**src/rtl/present_ti_sbox_layer.sv**
```systemverilog
`default_nettype none
// ============================================================================
// Module   : present_ti_sbox_layer
// Purpose  : Three-share threshold implementation of the PRESENT S-box layer.
//            NUM_SBOX nibbles run in parallel. Each S-box is split into two
//            quadratic stages, S = F(G(x)), with a register between them. An
//            elastic valid/ready pipeline lets the block stall without losing
//            beats.
// Ports    : clk, rst_n                 clock, async active-low reset
//            in_valid / in_ready        input handshake
//            sbox_in1..3 [W-1:0]        input shares, nibble k = [4k+3:4k]
//            out_valid / out_ready      output handshake
//            share1..3 [W-1:0]          output shares
//            busy                       some stage holds a valid beat
// Params   : NUM_SBOX (1..16)           parallel S-boxes, W = 4*NUM_SBOX
//            OUT_REG  (0/1)             register the F shares (latency 2)
// Revision : 1.0 - initial release
// ============================================================================
module present_ti_sbox_layer #(
    parameter int NUM_SBOX = 16,
    parameter int OUT_REG  = 0
) (
    input  logic                  clk,
    input  logic                  rst_n,
    input  logic                  in_valid,
    output logic                  in_ready,
    input  logic [4*NUM_SBOX-1:0] sbox_in1,
    input  logic [4*NUM_SBOX-1:0] sbox_in2,
    input  logic [4*NUM_SBOX-1:0] sbox_in3,
    output logic                  out_valid,
    input  logic                  out_ready,
    output logic [4*NUM_SBOX-1:0] share1,
    output logic [4*NUM_SBOX-1:0] share2,
    output logic [4*NUM_SBOX-1:0] share3,
    output logic                  busy
);

    localparam int W = 4 * NUM_SBOX;

    // Direct sharing of the product x_i*x_j for one output share, built only
    // from the two input shares p and q that this output share may see.
    function automatic logic qterm(input logic [3:0] p, input logic [3:0] q,
                                   input int i, input int j);
        return (p[i] & p[j]) ^ (p[i] & q[j]) ^ (q[i] & p[j]);
    endfunction

    // G component:  g0 = 1^x0^x1x2^x1x3^x2x3, g1 = 1^x1^x3^x0x1^x0x2,
    //               g2 = 1^x1^x2,             g3 = x0^x1^x2.
    // The constant is injected into exactly one share (c=1).
    function automatic logic [3:0] g_comp(input logic [3:0] p, input logic [3:0] q,
                                          input logic c);
        logic [3:0] g;
        g[0] = c ^ p[0] ^ qterm(p, q, 1, 2) ^ qterm(p, q, 1, 3) ^ qterm(p, q, 2, 3);
        g[1] = c ^ p[1] ^ p[3] ^ qterm(p, q, 0, 1) ^ qterm(p, q, 0, 2);
        g[2] = c ^ p[1] ^ p[2];
        g[3] = p[0] ^ p[1] ^ p[2];
        return g;
    endfunction

    // F component:  f0 = x1^x0x2, f1 = x1^x2^x0x3, f2 = x3^x0x1,
    //               f3 = x0^x1^x2^x0x3.
    function automatic logic [3:0] f_comp(input logic [3:0] p, input logic [3:0] q);
        logic [3:0] f;
        f[0] = p[1] ^ qterm(p, q, 0, 2);
        f[1] = p[1] ^ p[2] ^ qterm(p, q, 0, 3);
        f[2] = p[3] ^ qterm(p, q, 0, 1);
        f[3] = p[0] ^ p[1] ^ p[2] ^ qterm(p, q, 0, 3);
        return f;
    endfunction

    logic [W-1:0] g1_d, g2_d, g3_d;
    logic [W-1:0] g1_q, g2_q, g3_q;
    logic [W-1:0] f1, f2, f3;
    logic         v1_q;
    logic         ld1;

    // Output share i of each stage never sees input share i.
    for (genvar k = 0; k < NUM_SBOX; k++) begin : g_sbox
        assign g1_d[4*k +: 4] = g_comp(sbox_in2[4*k +: 4], sbox_in3[4*k +: 4], 1'b1);
        assign g2_d[4*k +: 4] = g_comp(sbox_in3[4*k +: 4], sbox_in1[4*k +: 4], 1'b0);
        assign g3_d[4*k +: 4] = g_comp(sbox_in1[4*k +: 4], sbox_in2[4*k +: 4], 1'b0);
        assign f1[4*k +: 4]   = f_comp(g2_q[4*k +: 4], g3_q[4*k +: 4]);
        assign f2[4*k +: 4]   = f_comp(g3_q[4*k +: 4], g1_q[4*k +: 4]);
        assign f3[4*k +: 4]   = f_comp(g1_q[4*k +: 4], g2_q[4*k +: 4]);
    end

    // G-share register: the glitch barrier between the two quadratic layers.
    // Data is enabled only on an accepting edge, so a stall holds it exactly.
    always_ff @(posedge clk or negedge rst_n) begin
        if (!rst_n) begin
            v1_q <= 1'b0;
            g1_q <= '0;
            g2_q <= '0;
            g3_q <= '0;
        end else begin
            if (ld1) begin
                v1_q <= in_valid;
            end
            if (ld1 && in_valid) begin
                g1_q <= g1_d;
                g2_q <= g2_d;
                g3_q <= g3_d;
            end
        end
    end

    assign in_ready = ld1;

    if (OUT_REG != 0) begin : g_out_reg
        logic         v2_q;
        logic         ld2;
        logic [W-1:0] s1_q, s2_q, s3_q;

        // A stage may load when empty or when its content leaves this cycle.
        assign ld2 = !v2_q | out_ready;
        assign ld1 = !v1_q | ld2;

        always_ff @(posedge clk or negedge rst_n) begin
            if (!rst_n) begin
                v2_q <= 1'b0;
                s1_q <= '0;
                s2_q <= '0;
                s3_q <= '0;
            end else begin
                if (ld2) begin
                    v2_q <= v1_q;
                end
                if (ld2 && v1_q) begin
                    s1_q <= f1;
                    s2_q <= f2;
                    s3_q <= f3;
                end
            end
        end

        assign out_valid = v2_q;
        assign share1    = s1_q;
        assign share2    = s2_q;
        assign share3    = s3_q;
        assign busy      = v1_q | v2_q;
    end else begin : g_comb_out
        assign ld1       = !v1_q | out_ready;
        assign out_valid = v1_q;
        assign share1    = f1;
        assign share2    = f2;
        assign share3    = f3;
        assign busy      = v1_q;
    end

endmodule
`default_nettype wire
```
**config.mk**
```make
export PLATFORM = sky130hd
export DESIGN_NAME = present_ti_sbox_layer
export DESIGN_NICKNAME = d
export VERILOG_FILES = /design/src/rtl/present_ti_sbox_layer.sv
export SDC_FILE = /design/constraint.sdc
export NUM_CORES = 1
export LEC_CHECK = 0
export ABC_CLOCK_PERIOD_IN_PS = 2200
export BUFFER_PORTS_ARGS = -buffer_cell sky130_fd_sc_hd__buf_2
export CAP_MARGIN = 25
export CORE_MARGIN = 10
export CORE_UTILIZATION = 35
export DETAILED_ROUTE_END_ITERATION = 12
export PLACE_DENSITY = 0.62
export SLEW_MARGIN = 10
export SYNTH_ARGS = -nofsm -noshare
export SYNTH_HDL_FRONTEND = slang
export SYNTH_SLANG_ARGS = --single-unit
```
**constraint.sdc**
```tcl
create_clock -name clk -period 2.2 [get_ports clk]
set_input_delay 0.55 -clock clk [delete_from_list [all_inputs] [get_ports clk]]
set_output_delay 0.55 -clock clk [all_outputs]
set_load 0.05 [all_outputs]
```
==> impl.org <==
** Cells and area
- The final layout contains 3,932 nets.
- Final instance area :: 36,700 um^2
- Number of standard cells in the layout, taps in and fillers out :: 4,521
- The post-route netlist has 43.1% of its cells at a drive strength greater than 1.
- Filler cell count :: 6,568
- Relative to the synthesized area, the layout overhead comes to 41.8%.

** Critical path
- Of all nets on the critical path, the largest fanout is 6.
- By startpoint and endpoint, the worst setup path is classified as reg -> out.
- Startpoint Class :: flop
- Endpoint required time on the critical path :: 1.65 ns
- For the worst setup path, the data arrival time is 2.15 ns.
- The worst setup path is captured at a primary output.

** Clock network
- H-tree levels :: 4
- Clock-pin transition on the worst setup and hold timing paths :: 0.08 ns
- In this run the clock root is driven by a sky130_fd_sc_hd__clkbuf_16.
- TritonCTS built the clock tree.
- Counting every sink on the clock net gives 193.
- Maximum buffer depth of the clock tree :: 2
- For the worst-skew pair, the clock arrives at the later sink with an insertion delay of 0.50 ns.
- Total CTS buffers :: 17

** Global routing
- The via count of the first global-routing pass was 21,902.
- Global-route total usage across every layer :: 16.9%
- Remaining global-route overflow :: 0
- Wire length of the first global-routing pass :: 119,000 um
- Antenna violations before repair :: 15
- Entering global routing, the biggest net connects 60 pins.

** Yosys
- Sequential fraction of the synthesis area :: 18.6%
- The synthesized design devotes to its leading area cell type 18.6% of total area.
- After synthesis, the netlist uses 31 different library cells.
- Nets in the synthesized netlist :: 3,397
- Post-Syn Area per Cell :: 8.61 um^2
- The synthesized netlist devotes 9.27% of its cell area to adder and majority cells.
- Post-synth top area cell :: sky130_fd_sc_hd__dfrtp_1
- For this run, asynchronously set or reset flops after synthesis account for 100%.
- Synthesis inferred 193 register bits.
- Yosys mapped a number of flops with a built-in enable equal to 0.
- Most common library cells after synthesis :: 542 x sky130_fd_sc_hd__xnor2_1, 528 x sky130_fd_sc_hd__nand2_1, 294 x sky130_fd_sc_hd__xor2_1
- Dominant cell by count in the synthesized netlist :: sky130_fd_sc_hd__xnor2_1
- By area the synthesized netlist is led by sky130_fd_sc_hd__dfrtp_1 19%, sky130_fd_sc_hd__xnor2_1 18%, sky130_fd_sc_hd__xor2_1 9.9%.
- Summing the areas of all compound-gate instances in the mapped netlist gives 9.91% of the synthesized area.
- For this run, the leading register cell type out of synthesis is sky130_fd_sc_hd__dfrtp_1.
- Share of synthesized cell area in and, or, nand and nor gates :: 13.3%
- Summed instance area of the synthesized netlist :: 25,900 um^2
- By area, the combinational part of the netlist is dominated by XOR/XNOR gates.
- Post-synthesis share of cell area spent on xor and xnor gates :: 34.3%
- For this run, the number of Yosys warnings is 0.
- Measured against the total synthesized area, the mux share comes to 8.81%.
- Gate Count Post-Synth :: 3,009

** Timing
- The final critical path takes up 123% of the cycle.
- After layout, the worst setup slack is -0.505 ns.
- Final hold viol count :: 0
- Endpoints failing setup :: 192
- Counting I/O delays and the setup requirement, the final critical path takes 2.70 ns.
- Unrepaired setup endpoints after global routing :: true
- Final setup skew :: 0.0202 ns
- Slew Viols, Final :: 0
- Worst-margin pin slew :: 0.564 ns
- Derived from the worst setup path, the maximum achievable clock frequency is 370 MHz.
- The worst pin sits at a relative slew slack of 62.4%.

** Drt
- Drt wl/cell :: 16.7 um
- First-pass DRT Iterations :: 5
- After detailed routing, the number of remaining DRC violations is 0.
- For this block, the via count after detailed routing is 21,922.
- The final layout contains routed wiring with a total length of 75,300 um.
- Post-detailed-route via-to-cell ratio :: 4.85
- 1st-iter DRT viols :: 1,024
- Antenna-violating nets left :: 0

** Place
- Post-DP HPWL :: 56,300 um
- Cell area reported after detailed placement :: 31,000 um^2
- GPL Wtd Cong :: 0.848
- The count of buffers added on input and output ports is 390.
- Once placement completed, the tool counted placed cells totaling 4,355.
- Worst setup slack before clock tree synthesis :: -0.198 ns

** Pwr
- The worst-case IR drop observed on VDD is 0.00138 V.
- For this design the ratio of total power to cell area is 1440 nW/um^2.
- In this run the static leakage power is 16.5 nW.

** Floorplanning
- Starting utilization of the core area :: 35.4%
- Number of rows created at floorplan :: 99
- The die is 292 um wide.
- Area enclosed by the die boundary :: 85,300 um^2
- Measured along the y axis, the die boundary spans 292 um.
- 391 I/O pins were placed.
- Placeable core region :: 73,200 um^2

** Outcome
- The flow ran to the end, but the final reports show violations.
- The checks that failed: negative setup slack.

** Flow run
- Max-cap check violation count :: 0

** Worst hold path
- Path category of the worst min-delay check :: in -> reg
state kept, by name (all words and copies together) (netlist names):
register / count
busy: 1
g1_q: 64
g2_q: 64
g3_q: 64
final cells by class:
class / count / area [um^2] / area share, %
Antenna cell: 5 / 12.5 / 0.0341
Clock buffer: 19 / 443 / 1.21
Clock inverter: 13 / 140 / 0.381
Inverter: 32 / 125 / 0.341
Multi-Input combinational cell: 2548 / 23500 / 64.1
Sequential cell: 193 / 4910 / 13.4
Tap cell: 959 / 1200 / 3.27
Timing Repair Buffer: 752 / 6370 / 17.3
power by group:
part | internal (mW) | switching (mW) | leakage (nW)
sequential | 4.50 | 1.57 | 2.28
combinational | 18.7 | 24.9 | 13.9
clock | 1.64 | 1.67 | 0.287
path summary, 6_finish.rpt:
kind	from	end	cells after the start	slack, ns
max	g1_q[40]$_DFFE_PN0P_	share3[41]	7	-0.50
min	in_valid	busy$_DFFE_PN0N_	2	0.33
max reg2reg	busy$_DFFE_PN0N_	g2_q[11]$_DFFE_PN0P_	5	0.64
min reg2reg	g2_q[63]$_DFFE_PN0P_	g2_q[63]$_DFFE_PN0P_	2	0.54
max in group asynchronous	rst_n	g3_q[34]$_DFFE_PN0P_	3	0.90
min in group asynchronous	rst_n	g1_q[9]$_DFFE_PN0P_	2	0.61
cells by family after synthesis:
kind of cell    Yosys count
fa+ha+maj               192
flops                   193
compound gates          433
simple gates            802
mux                     208
xor+xnor                913
buf+inv                 268
worst max-delay path, cell delays in order (launching register included):
cell,delay (ns)
sky130_fd_sc_hd__dfrtp_2,0.47
sky130_fd_sc_hd__nor2b_4,0.16
sky130_fd_sc_hd__xnor2_2,0.17
sky130_fd_sc_hd__a21oi_2,0.08
sky130_fd_sc_hd__xnor2_1,0.21
sky130_fd_sc_hd__buf_4,0.21
sky130_fd_sc_hd__xor2_4,0.20
sky130_fd_sc_hd__buf_8,0.17
per-layer routing:
layer,GRT usage [%],up-vias,wire (um)
li1,-,10941,-
met1,21.1,10549,32700
met2,29.4,341,38000
met3,4.02,77,3500
met4,3.27,14,950
met5,0,-,92
what timing repair did:
item,CTS,global route
hold buffers,1,0
setup buffers,96,44
pin swaps,355,252
gates resized for setup,745,255
endpoints found under the setup margin,192,192
hold endpoints to repair,9,0
layout by cell type, fill, tap and decap left out, drive strengths merged:
cell type and n:
buf 751, xnor2 542, nand2 529, xor2 323, o21ai 237, dfrtp 193
ha 192, mux2 160, nor2 115, nand2b 107, a22oi 79, a21oi 53
mux2i 48, xnor3 48, inv 40, o211ai 32, a32oi 32, and3 28
clkbuf 19, nor2b 17, diode 5, and2b 5, clkinv 3, or2b 1
bufinv 1, clkinvlp 1, dlygate4sd3 1
metrics by stage:
stage,utilization [%],hold WS (ns),TNS [ns],power [mW]
after floorplan,-,0.254,-10.22,31.0
after global placement,42.3,0.492,-0.806,40.1
after detailed placement,42.3,0.502,-1.24,40.3
after CTS,48.1,0.288,-69.23,51.2
after global routing,50.2,0.307,-81.81,55.7
final,50.2,0.328,-60.95,53.0
(Power assumes the default switching activity.)
